==> src/rtl/alu_serial_seq.sv <==
// Operand sequencer for a 1-bit serial ALU: streams rs1/rs2 LSB-first,
// reassembles the registered alu_result stream and pulses done.
module alu_serial_seq #(
  parameter int WIDTH = 16,
  parameter int SHW   = $clog2(WIDTH)
) (
  input  logic             clk,
  input  logic             rst_n,
  input  logic             start,
  output logic             ready,
  input  logic             flush,
  input  logic [WIDTH-1:0] op_a,
  input  logic [WIDTH-1:0] op_b,
  input  logic [2:0]       op_sel,
  input  logic [SHW-1:0]   shamt,
  output logic [2:0]       alu_op,
  output logic             alu_en,
  output logic             alu_start,
  output logic             rs1,
  output logic             rs2,
  input  logic             alu_result,
  output logic [WIDTH-1:0] result,
  output logic             done
);
  typedef enum logic [1:0] {IDLE, RUN, DRAIN, DONE} state_t;

  localparam logic [2:0]     OP_SLLI   = 3'b101;
  localparam logic [2:0]     OP_SRLI   = 3'b110;
  localparam logic [SHW-1:0] IDX_LAST  = SHW'(WIDTH - 1);
  localparam logic [SHW:0]   WIDTH_EXT = (SHW + 1)'(WIDTH);

  state_t           state_reg, state_next;
  logic [SHW-1:0]   idx_reg, shamt_reg;
  logic [WIDTH-1:0] a_reg, b_reg, result_reg;
  logic [2:0]       op_reg;
  logic             cap_en_reg;
  logic             accept;
  logic [SHW-1:0]   idx_sub;
  logic [SHW:0]     idx_add;
  logic             rs1_bit;

  assign accept  = (state_reg == IDLE) && start && !flush;
  assign idx_sub = idx_reg - shamt_reg;
  assign idx_add = {1'b0, idx_reg} + {1'b0, shamt_reg};

  // Shifts are realised by offsetting the read index into A, zero-filling
  // positions that fall outside the operand.
  always_comb begin
    rs1_bit = a_reg[idx_reg];
    if (op_reg == OP_SLLI)
      rs1_bit = (idx_reg >= shamt_reg) ? a_reg[idx_sub] : 1'b0;
    else if (op_reg == OP_SRLI)
      rs1_bit = (idx_add < WIDTH_EXT) ? a_reg[idx_add[SHW-1:0]] : 1'b0;
  end

  always_comb begin
    state_next = state_reg;
    ready      = 1'b0;
    alu_en     = 1'b0;
    alu_start  = 1'b0;
    done       = 1'b0;
    case (state_reg)
      IDLE: begin
        ready = 1'b1;
        if (start) state_next = RUN;
      end
      RUN: begin
        alu_en    = 1'b1;
        alu_start = (idx_reg == '0);
        if (idx_reg == IDX_LAST) state_next = DRAIN;
      end
      DRAIN: state_next = DONE;
      DONE: begin
        done       = 1'b1;
        state_next = IDLE;
      end
      default: state_next = IDLE;
    endcase
    // Abort suppresses every strobe in the cycle it is seen.
    if (flush) begin
      state_next = IDLE;
      alu_en     = 1'b0;
      alu_start  = 1'b0;
      done       = 1'b0;
    end
  end

  assign rs1    = alu_en & rs1_bit;
  assign rs2    = alu_en & b_reg[idx_reg];
  assign alu_op = op_reg;
  assign result = result_reg;

  always_ff @(posedge clk or negedge rst_n) begin
    if (!rst_n) begin
      state_reg  <= IDLE;
      idx_reg    <= '0;
      shamt_reg  <= '0;
      a_reg      <= '0;
      b_reg      <= '0;
      op_reg     <= '0;
      result_reg <= '0;
      cap_en_reg <= 1'b0;
    end else begin
      state_reg  <= state_next;
      // The ALU result lags its inputs by one cycle, so capture does too.
      cap_en_reg <= alu_en;
      if (accept) begin
        a_reg     <= op_a;
        b_reg     <= op_b;
        op_reg    <= op_sel;
        shamt_reg <= shamt;
        idx_reg   <= '0;
      end else if (alu_en) begin
        idx_reg <= idx_reg + SHW'(1);
      end
      if (cap_en_reg)
        result_reg <= {alu_result, result_reg[WIDTH-1:1]};
    end
  end

endmodule
==> config.mk <==
export PLATFORM = sky130hd
export DESIGN_NAME = alu_serial_seq
export DESIGN_NICKNAME = d
export VERILOG_FILES = /design/src/rtl/alu_serial_seq.sv
export SDC_FILE = /design/constraint.sdc
export NUM_CORES = 1
export LEC_CHECK = 0
export CAP_MARGIN = 25
export CORE_MARGIN = 2
export CORE_UTILIZATION = 37
export DETAILED_ROUTE_END_ITERATION = 16
export PLACE_DENSITY = 0.71
export SYNTH_ARGS = -nofsm -noshare
export SYNTH_HDL_FRONTEND = slang
export SYNTH_SLANG_ARGS = --single-unit
==> constraint.sdc <==
create_clock -name clk -period 8.4 [get_ports clk]
set_input_delay 1.68 -clock clk [delete_from_list [all_inputs] [get_ports clk]]
set_output_delay 1.68 -clock clk [all_outputs]
set_load 0.1 [all_outputs]
# Word-level counts from Yosys, hierarchy flattened
# Cells that the tools add are included.
# W data, S select, Z words.
[op_classes]
n_addsub = 3
n_lt_le_gt_ge = 5
n_eq_ne = 8
n_mux = 25
n_bitwise = 2
reduce_logical = 7
[ops]
columns = ["op", "n"]
rows = [
  ["$bmux W1 S4", 4],
  ["$lt A4 B5 Y1 const B", 3],
  ["$mux W1", 15],
  ["$mux W4", 2],
  ["$pmux W2 S4", 1],
  ["$eq A3 B3 Y1 const B", 2],
  ["$mux W2", 3],
  ["$ne A3 B3 Y1 const B", 2],
  ["$add A4 B4 Y5", 1],
  ["$lt A5 B5 Y1 const B", 1],
  ["$add A4 B1 Y4 const B", 1],
  ["$eq A2 B2 Y1 const B", 2],
  ["$eq A4 B4 Y1 const B", 1],
  ["$ge A4 B4 Y1", 1],
  ["$logic_not A4 Y1", 1],
  ["$sub A4 B4 Y4", 1],
  ["$and A1 B1 Y1", 2],
  ["$eq A2 B1 Y1 const B", 1],
  ["$logic_and A1 B1 Y1", 2],
  ["$logic_not A2 Y1", 1],
  ["$reduce_and A2 Y1", 1],
  ["$reduce_bool A2 Y1", 1],
  ["$logic_not A1 Y1", 1],
]
[totals]
register_bits = 62
elab_cells = 58

# Depth between registers and ports, before layout
# Gate-level depths: netlist of the first run.
[depth]
word_depth = 7
ltp_mapped = 10
depth_no_buf = 9

# Least setup slack after synthesis of the first run
# OpenSTA, ideal clock, no wires.
[synth_path]
kind = "input -> output"
from = "input port flush"
to = "output port alu_start"
arrival_ns = 5.019
setup_slack_ns = 1.701
path_stages = 2
path_cell_list = "nand2b_1 > nor4b_1"
[synth_between]
elab_chain_len = 1
[synth_lines]
columns = ["item", "line_no", "text"]
rows = [
  ["from (decl)", "11", "input logic flush,"],
  ["$mux W1", "80", "if (flush) begin"],
  ["to (decl)", "18", "output logic alu_start,"],
]
# No other way between the ends.

# Worst setup path in the final report of the first run
[layout_path]
from = "register idx_reg[0]"
to = "output port rs1"
[layout_between]
elab_chain_len = 7
[layout_lines]
columns = ["item", "line_no", "text"]
rows = [
  ["from (decl)", "33", "logic [SHW-1:0] idx_reg, shamt_reg;"],
  ["from (signal assigned)", "114", "idx_reg <= idx_reg + SHW'(1);"],
  ["$add A4 B4 Y5", "44", "assign idx_add = {1'b0, idx_reg} + {1'b0, shamt_reg};"],
  ["$bmux W1 S4", "53", "rs1_bit = (idx_add < WIDTH_EXT) ? a_reg[idx_add[SHW-1:0]] : 1'b0;"],
  ["$mux W1 (not written as such)", "53", ""],
  ["$mux W1", "53", ""],
  ["$mux W1", "52", "else if (op_reg == OP_SRLI)"],
  ["$mux W1 (*)", "50", "if (op_reg == OP_SLLI)"],
  ["$and A1 B1 Y1 (*)", "88", "assign rs1 = alu_en & rs1_bit;"],
  ["to (decl)", "19", "output logic rs1,"],
]
# Mark *: on every way between the ends. The rest lies on a longest branch, timed or not. The select of a mux whose other input is x is not followed.

==> impl_metrics.tcl, run 1 <==
set metrics [dict create \
    status "finished clean" \
    num_vias 2463 \
    gp_congestion 0.885 \
    synthDistinctLibCells 41 \
    cp.arrival_ns 4.29 \
    vias_per_cell 4.96 \
    grt-ovfl-total 0 \
    skew_ns 0.00751 \
    dr.pass1.iters 4 \
    setup_viol 0 \
    cp_max_fo 15 \
    track_usage_pct 15.2 \
    holdCritPathClass "reg -> reg" \
    cp.buffers_inverters 2 \
    synth_area_sq_um 3270 \
    clock_latency_ns 0.34 \
    clock-root-buffer "clkbuf_8" \
    ant_nets 0 \
    num_io_pins 69 \
    grt_setup_unrepaired "false" \
    end_kind "output port" \
    synth_common_cells "119 x nand2_1, 62 x dfrtp_1, 17 x mux2_2" \
    dpl.cell_count 481 \
    clockBufferDepth 2 \
    num-fill-cells 814 \
    grt_pass1_vias 2514 \
    dpl.hpwl_mm 4.96 \
    pwr-share-clk_pct 14.1 \
    placeableCoreArea_sq_um 8640 \
    cts_hold_buf 0 \
    synth_top_area_share_pct 47.4 \
    final_cells 497 \
    cts_resized 0 \
    power_leakage_nw 2.01 \
    power_density_nw_per_um2 426 \
    grt_antenna_before_repair 0 \
    slowest_stage "clkdlybuf4s50_1" \
    grt_start_max_net_pins 63 \
    wl_mm 6.87 \
    grt_first_pass_wirelength_mm 11.8 \
    drc 0 \
    cts_sinks 62 \
    cap_violations 0 \
    syn_avg_cell_area_sq_um 10.3 \
    path_clk_slew_ns 0.07 \
    cts_htree_levels 3 \
    avgRoutedWirePerCell_um 13.8 \
    rows 34 \
    die_h_um 98.0 \
    synthArstFlopShare_pct 100 \
    die-width_um 98.0 \
    synth_edf_count 0 \
    sw_frac_of_total_pct 46.5 \
    initial_utilization_pct 37.9 \
    ys.flop_type "dfrtp_1" \
    cts-buffers-inserted 9 \
    max_stage_delay_ns 1.15 \
    yosys_warnings 0 \
    fmax_ghz 0.167 \
    synth_area_leaders "dfrtp_1 47%, nand2_1 14%, mux4_1 6.4%, mux2_2 5.9%, ha_1 5.4%" \
    cts_setup_buffers 0 \
    cts_tree "done" \
    drtIter0Drc 116 \
    final.setup.tns_ns 0 \
    finalInstanceArea_sq_um 4210 \
    fp.dieArea_sq_um 9610 \
    syn_inst 318 \
    yosysTopAreaCell "dfrtp_1" \
    finalNetCount 444 \
    critPathLaunchType "register" \
    synth-seq-cells 62 \
    cp_top_family "buffers and inverters" \
    fin_crit_sh_pct 71.1 \
    seq_power_share_pct 30.3 \
    intPower_mw 0.960 \
    synth_most_common_cell "nand2_1" \
    peakVddDrop_mv 0.277 \
    area_delta_synth_final_pct 28.8 \
    combPwrFrac_pct 55.5 \
    p_switching_mw 0.836 \
    required_ns 6.72 \
    utilization_pct 48.8 \
    mappedNetlistNets 378 \
    tightest_slew_ns 0.980 \
    portBuffers 68 \
    slew_headroom_pct 34.5 \
    layout_min_cycle_time_ns 5.97 \
    hold_violations 0 \
    crit_type "reg -> out" \
    synth-seq-area-share_pct 47.4 \
    drv_slew 0 \
    drive_gt1_share_pct 11.6 \
    post_dp_cell_area_sq_um 4020 \
    num_antenna_cells 0 \
    crit_chain "ha_1 -> inv_1 -> fa_1 -> xor2_1 -> mux4_1 -> or3b_2 -> nand3_1 -> a21oi_1 -> clkdlybuf4s50_1" \
]
-- metal layers --
layer	global-route usage (%)	part of all wire, %	up-vias
li1	-	-	1197
met1	20.0	45	1185
met2	24.3	48	67
met3	2.65	5.1	14
met4	7.37	1.9	0
met5	0	0	-
-- kinds of logic after synthesis --
| logic type | count (synthesis) | synth area share, % |
|---|---|---|
| compound gates | 22 | 4.36 |
| buf+inv | 25 | 3.48 |
| flops | 62 | 47.4 |
| simple gates | 151 | 19.3 |
| xor+xnor | 4 | 1.07 |
| fa+ha+maj | 16 | 6.58 |
| mux | 38 | 17.8 |
-- area by class of cell --
class	instances	area, sq um	share of cell area, %
clock buffer	9	124	2.94
sequential	62	1550	36.8
clock inverter	7	65.1	1.54
multi-input combinational	231	1610	38.2
inverter	10	37.5	0.891
timing repair buffer	70	691	16.4
tap	108	135	3.21
-- power by group through the flow --
stage	clock [mW]	combinational, mW	sequential (mW)
detailed placement	0	0.999	0.553
CTS	0.262	1.00	0.548
finish	0.254	0.997	0.545
global placement	0	0.981	0.548
global route	0.273	1.07	0.568
floorplan	0	0.591	0.733
-- per-stage QoR --
step / setup slack (ns) / hold slack (ns) / total power, mW
final: 2.43 / 0.475 / 1.80
after global routing: 2.23 / 0.499 / 1.91
after CTS: 2.42 / 0.476 / 1.81
after floorplan: 1.70 / 0.437 / 1.32
after detailed placement: 2.66 / 0.459 / 1.55
after global placement: 2.68 / 0.450 / 1.53
-- path summary, 6_finish.rpt --
| kind | from | end | slack (ns) | depth (start not counted) |
|---|---|---|---|---|
| max in group asynchronous | rst_n | shamt_reg[1]$_DFFE_PN0P_ | 6.39 | 2 |
| worst max-delay path | idx_reg[0]$_DFFE_PN0P_ | rs1 | 2.43 | 9 |
| worst min register to register | b_reg[8]$_DFFE_PN0P_ | b_reg[8]$_DFFE_PN0P_ | 0.47 | 2 |
| worst max register to register | state_reg[1]$_DFFE_PN0P_ | b_reg[12]$_DFFE_PN0P_ | 6.49 | 7 |
| worst min-delay path | b_reg[8]$_DFFE_PN0P_ | b_reg[8]$_DFFE_PN0P_ | 0.47 | 2 |
| min in group asynchronous | rst_n | b_reg[15]$_DFFE_PN0P_ | 1.48 | 2 |
-- worst register-to-register path, cell delays in order, from the launching register on --
cell     delay [ns]
dfrtp_1        0.43
inv_1          0.10
ha_1           0.20
nand2_1        0.09
nor2_2         0.40
buf_4          0.44
nand2_1        0.13
nand2_1        0.07
-- layout by cell type, fill, tap and decap left out, drive strengths merged, types with 3 or more instances in the layout --
cell,instances
ha,14
nor2,10
inv,10
clkinv,4
xor2,4
mux2,17
dfrtp,62
clkbuf,9
buf,3
nand2,119
a21oi,5
mux4,12
o21ai,6
mux2i,9
clkdlybuf4s50,67
nor2b,3
Note: power is estimated with default switching activity, not from simulation.
==> run 2: changes to the inputs <==
--- a/config.mk
+++ b/config.mk
@@ -9,7 +9,7 @@
 export CORE_MARGIN = 2
 export CORE_UTILIZATION = 37
 export DETAILED_ROUTE_END_ITERATION = 16
-export PLACE_DENSITY = 0.71
+export PLACE_DENSITY = 0.73
 export SYNTH_ARGS = -nofsm -noshare
 export SYNTH_HDL_FRONTEND = slang
 export SYNTH_SLANG_ARGS = --single-unit
==> constraint.sdc (replaced) <==
create_clock -name clk -period 5.1 [get_ports clk]
set_input_delay 1.02 -clock clk [delete_from_list [all_inputs] [get_ports clk]]
set_output_delay 1.02 -clock clk [all_outputs]
set_load 0.1 [all_outputs]
==> impl_metrics.tcl, run 2 (synthesis gave the netlist of run 1 again) <==
set metrics [dict create \
    status "finished clean" \
    die_h_um 98.0 \
    fp.dieArea_sq_um 9610 \
    cap_violations 0 \
    hold_violations 0 \
    clock_latency_ns 0.34 \
    drv_slew 0 \
    skew_ns 0.00736 \
    final_cell_mix "119 x nand2_1, 62 x dfrtp_1, 62 x clkdlybuf4s50_1" \
    track_usage_pct 15.2 \
    drive_gt1_share_pct 12.6 \
    ant_nets 0 \
    end_kind "output port" \
    avgRoutedWirePerCell_um 14.3 \
    final.setup.tns_ns 0 \
    dr.pass1.iters 4 \
    grt_start_max_net_pins 63 \
    tightest_slew_ns 0.972 \
    clock-root-buffer "clkbuf_8" \
    drc 0 \
    peakVddDrop_mv 0.454 \
    crit_type "reg -> out" \
    required_ns 4.08 \
    cp_max_fo 15 \
    fin_hold_ws_ns 0.471 \
    slew_headroom_pct 35.0 \
    num_antenna_cells 0 \
    cts_setup_buffers 0 \
    grt_pass1_vias 2445 \
    finalNetCount 444 \
    fmax_ghz 0.226 \
    cp.arrival_ns 3.40 \
    wl_mm 7.08 \
    cts_tree "done" \
    area_delta_synth_final_pct 28.6 \
    power_leakage_nw 2.02 \
    cts_sinks 62 \
    cts_resized 0 \
    dpl.hpwl_mm 5.01 \
    mostFrequentLayoutCell "nand2_1" \
    rows 34 \
    grt_setup_unrepaired "false" \
    cts-buffers-inserted 9 \
    holdCritPathClass "reg -> reg" \
    clockBufferDepth 2 \
    gp_congestion 0.854 \
    num_io_pins 69 \
    grt_first_pass_wirelength_mm 11.7 \
    portBuffers 68 \
    setup_viol 0 \
    utilization_pct 48.7 \
    die-width_um 98.0 \
    vias_per_cell 4.89 \
    cts_htree_levels 3 \
    power_density_nw_per_um2 705 \
    fin_crit_sh_pct 86.8 \
    cts_hold_buf 0 \
    num_vias 2423 \
    path_clk_slew_ns 0.07 \
    grt-ovfl-total 0 \
    critPathLaunchType "register" \
    drtIter0Drc 118 \
    layout_min_cycle_time_ns 4.42 \
    initial_utilization_pct 37.9 \
    grt_antenna_before_repair 0 \
    placeableCoreArea_sq_um 8640 \
]
[run 2: cell types whose count changed in the layout (fill, tap and decap cells not counted)]
cell | before | now
clkdlybuf4s50_1 | 67 | 62
nor4b_1 | 1 | 0
clkinv_2 | 4 | 2
nor4b_2 | 0 | 1
buf_4 | 2 | 7
clkbuf_8 | 9 | 10
clkinvlp_4 | 2 | 1
clkbuf_1 | 0 | 1
[run 2: cell type report]
cell class	instances	area, sq um
clock buffers	11	141
multi-input cells	231	1610
fillers	816	4430
clock inverters	4	47.5
inverters	10	37.5
flip-flops and latches	62	1550
well taps	108	135
repair buffers	70	678
[run 2: per-stage QoR]
stage / worst slack (ns) / power (mW) / cells / cell area, sq um
2_1_floorplan: 0.249 / 2.18 / 318 / 3280
3_3_place_gp: 1.06 / 2.54 / 481 / 4020
3_5_place_dp: 1.04 / 2.55 / 481 / 4020
4_1_cts: 0.647 / 2.99 / 496 / 4210
5_1_grt: 0.477 / 3.15 / 496 / 4210
6_report: 0.676 / 2.96 / 496 / 4210
[run 2: final timing paths]
| kind | start | to | slack, ns | cells after the start |
|---|---|---|---|---|
| setup / recovery | idx_reg[0]$_DFFE_PN0P_ | rs1 | 0.68 | 8 |
| hold / removal | b_reg[9]$_DFFE_PN0P_ | b_reg[9]$_DFFE_PN0P_ | 0.47 | 2 |
| setup reg to reg | state_reg[0]$_DFFE_PN0P_ | b_reg[11]$_DFFE_PN0P_ | 3.17 | 7 |
| hold reg to reg | b_reg[9]$_DFFE_PN0P_ | b_reg[9]$_DFFE_PN0P_ | 0.47 | 2 |
| max in group asynchronous | rst_n | result[5]$_DFFE_PN0P_ | 3.75 | 2 |
| min in group asynchronous | rst_n | b_reg[3]$_DFFE_PN0P_ | 0.84 | 2 |
[run 2: routing by layer]
metal / GRT usage (%) / vias to the layer above / wire (um)
li1: - / 1197 / -
met1: 19.2 / 1158 / 3230
met2: 25.3 / 59 / 3420
met3: 4.58 / 9 / 348
met4: 4.38 / 0 / 86
met5: 0 / - / 0
[run 2: critical path: stages, from the launching register on]
cell and delay, ns:
dfrtp_1 0.77, inv_1 0.19, ha_1 0.62, mux2i_1 0.32, mux4_2 0.26, or3b_2 0.43
a31oi_1 0.17, a21oi_1 0.06, buf_4 0.25
[run 2: power by group]
group / leakage (nW) / total [mW] / internal, mW / switching, mW
Combinational: 1.14 / 1.64 / 0.652 / 0.986
Clock: 0.0952 / 0.425 / 0.235 / 0.191
Sequential: 0.789 / 0.902 / 0.702 / 0.200
Total: 2.02 / 2.96 / 1.59 / 1.38
==> run 3: changes to the inputs <==
--- a/config.mk
+++ b/config.mk
@@ -6,10 +6,9 @@
 export NUM_CORES = 1
 export LEC_CHECK = 0
 export CAP_MARGIN = 25
-export CORE_MARGIN = 2
 export CORE_UTILIZATION = 37
 export DETAILED_ROUTE_END_ITERATION = 16
-export PLACE_DENSITY = 0.73
+export PLACE_DENSITY_LB_ADDON = 0.08
 export SYNTH_ARGS = -nofsm -noshare
 export SYNTH_HDL_FRONTEND = slang
 export SYNTH_SLANG_ARGS = --single-unit
==> impl_metrics.tcl, run 3 (synthesis gave the netlist of run 1 again) <==
set metrics [dict create \
    path_clk_slew_ns 0.06 \
    skew_ns 0.00706 \
    dpl.hpwl_mm 5.04 \
    setup_ws_ns 0.656 \
    rows 33 \
    area_delta_synth_final_pct 28.5 \
    track_usage_pct 17.6 \
    final_cell_mix "119 x nand2_1, 62 x dfrtp_1, 62 x clkdlybuf4s50_1" \
    tightest_slew_ns 0.964 \
    cts-buffers-inserted 9 \
    num_vias 2431 \
    holdCritPathClass "reg -> reg" \
    grt_first_pass_wirelength_mm 12.1 \
    num_antenna_cells 0 \
    fin_hold_ws_ns 0.470 \
    dp_slack_ns 1.01 \
    end_kind "output port" \
    multi_input_area_sq_um 1610 \
    register_area_sq_um 1550 \
    placeableCoreArea_sq_um 8380 \
    grt_setup_unrepaired "false" \
    startpoint "idx_reg[0]$_DFFE_PN0P_" \
    cts_sinks 62 \
    die-width_um 96.0 \
    final_cells 493 \
    r2r_end "b_reg[13]$_DFFE_PN0P_" \
    status "finished clean" \
    setup_viol 0 \
    gp_congestion 0.832 \
    fp.dieArea_sq_um 9220 \
    die_h_um 96.0 \
    layout_min_cycle_time_ns 4.44 \
    dpl.cell_count 478 \
    drv_slew 0 \
    worst-r2r-cell-count 6 \
    crit_type "reg -> out" \
    r2r-start "state_reg[0]$_DFFE_PN0P_" \
    cts_hold_buf 0 \
    cap_violations 0 \
    peakVddDrop_mv 0.314 \
    cts_htree_levels 3 \
    clock-root-buffer "clkbuf_8" \
    fmax_ghz 0.225 \
    wl_mm 7.22 \
    final.setup.tns_ns 0 \
    finalNetCount 444 \
    cts_resized 0 \
    power_leakage_nw 2.02 \
    dr.pass1.iters 4 \
    critPathLaunchType "register" \
    grt_pass1_vias 2459 \
    slew_headroom_pct 35.5 \
    vias_per_cell 4.93 \
    slowest_stage "dfrtp_1" \
    crit_chain "ha_1 -> inv_1 -> fa_1 -> xor2_1 -> mux4_1 -> or3b_2 -> nand3_1 -> a21oi_1 -> buf_4" \
    power_mw 2.97 \
    grt-ovfl-total 0 \
    drive_gt1_share_pct 12.6 \
    fin_crit_sh_pct 87.1 \
    r2r_slack_ns 3.35 \
    required_ns 4.08 \
    num_io_pins 69 \
    grt_start_max_net_pins 63 \
    ant_nets 0 \
    drc 0 \
    clockBufferDepth 2 \
    cp_max_fo 15 \
    cp.arrival_ns 3.42 \
    portBuffers 68 \
    hold_violations 0 \
    clock_latency_ns 0.33 \
    crit_end "rs1" \
    max_stage_delay_ns 0.77 \
    num-fill-cells 799 \
    grt_antenna_before_repair 0 \
    cts_setup_buffers 0 \
    initial_utilization_pct 39.0 \
    avgRoutedWirePerCell_um 14.6 \
    power_density_nw_per_um2 706 \
    mostFrequentLayoutCell "nand2_1" \
    cts_tree "done" \
    drtIter0Drc 120 \
]
## run 3: through the flow
step                      utilization (%)  instance area (sq um)
after global placement               47.9                   4010
final                                50.1                   4200
after detailed placement             47.9                   4010
after global routing                 50.1                   4200
after CTS                            50.1                   4200
after floorplan                         -                   3280
## run 3: per-layer routing
metal / vias up / wire [um] / track usage [%]
met1: 1181 / 3570 / 25.7
met3: 5 / 241 / 3.32
li1: 1200 / - / -
met5: - / 0 / 0
met2: 45 / 3340 / 26.1
met4: 0 / 73 / 6.34
## run 3: worst min path at each step
stage | from | endpoint | slack, ns | cells after the start
2_1_floorplan | b_reg[1]$_DFFE_PN0P_ | b_reg[1]$_DFFE_PN0P_ | 0.44 | 2
3_3_place_gp | b_reg[6]$_DFFE_PN0P_ | b_reg[6]$_DFFE_PN0P_ | 0.45 | 2
3_5_place_dp | b_reg[9]$_DFFE_PN0P_ | b_reg[9]$_DFFE_PN0P_ | 0.46 | 2
4_1_cts | b_reg[9]$_DFFE_PN0P_ | b_reg[9]$_DFFE_PN0P_ | 0.47 | 2
5_1_grt | b_reg[11]$_DFFE_PN0P_ | b_reg[11]$_DFFE_PN0P_ | 0.49 | 2
6_report | b_reg[11]$_DFFE_PN0P_ | b_reg[11]$_DFFE_PN0P_ | 0.47 | 2
## run 3: worst max-delay path: cells and delay by family (launching register included)
kind / cells / cell delay (ns)
buffers and inverters: 2 / 0.37
flip-flops: 1 / 0.77
multiplexers: 1 / 0.59
adder cells (fa/ha/maj): 2 / 0.68
XOR/XNOR: 1 / 0.27
AND/OR/NAND/NOR: 2 / 0.27
AO/OA/AOI/OAI: 1 / 0.16
## run 3: layout make-up
| cell class | instances | share of cell area, % |
|---|---|---|
| Sequential cell | 62 | 36.9 |
| Timing Repair Buffer | 70 | 16.1 |
| Multi-Input combinational cell | 231 | 38.4 |
| Clock buffer | 11 | 3.37 |
| Clock inverter | 4 | 1.13 |
| Tap cell | 105 | 3.13 |
| Inverter | 10 | 0.893 |
## run 3: report_power, final
| group | internal, mW | switching (mW) | total, mW |
|---|---|---|---|
| Sequential | 0.702 | 0.208 | 0.910 |
| Combinational | 0.653 | 0.979 | 1.63 |
| Clock | 0.235 | 0.189 | 0.424 |
| Total | 1.59 | 1.38 | 2.97 |
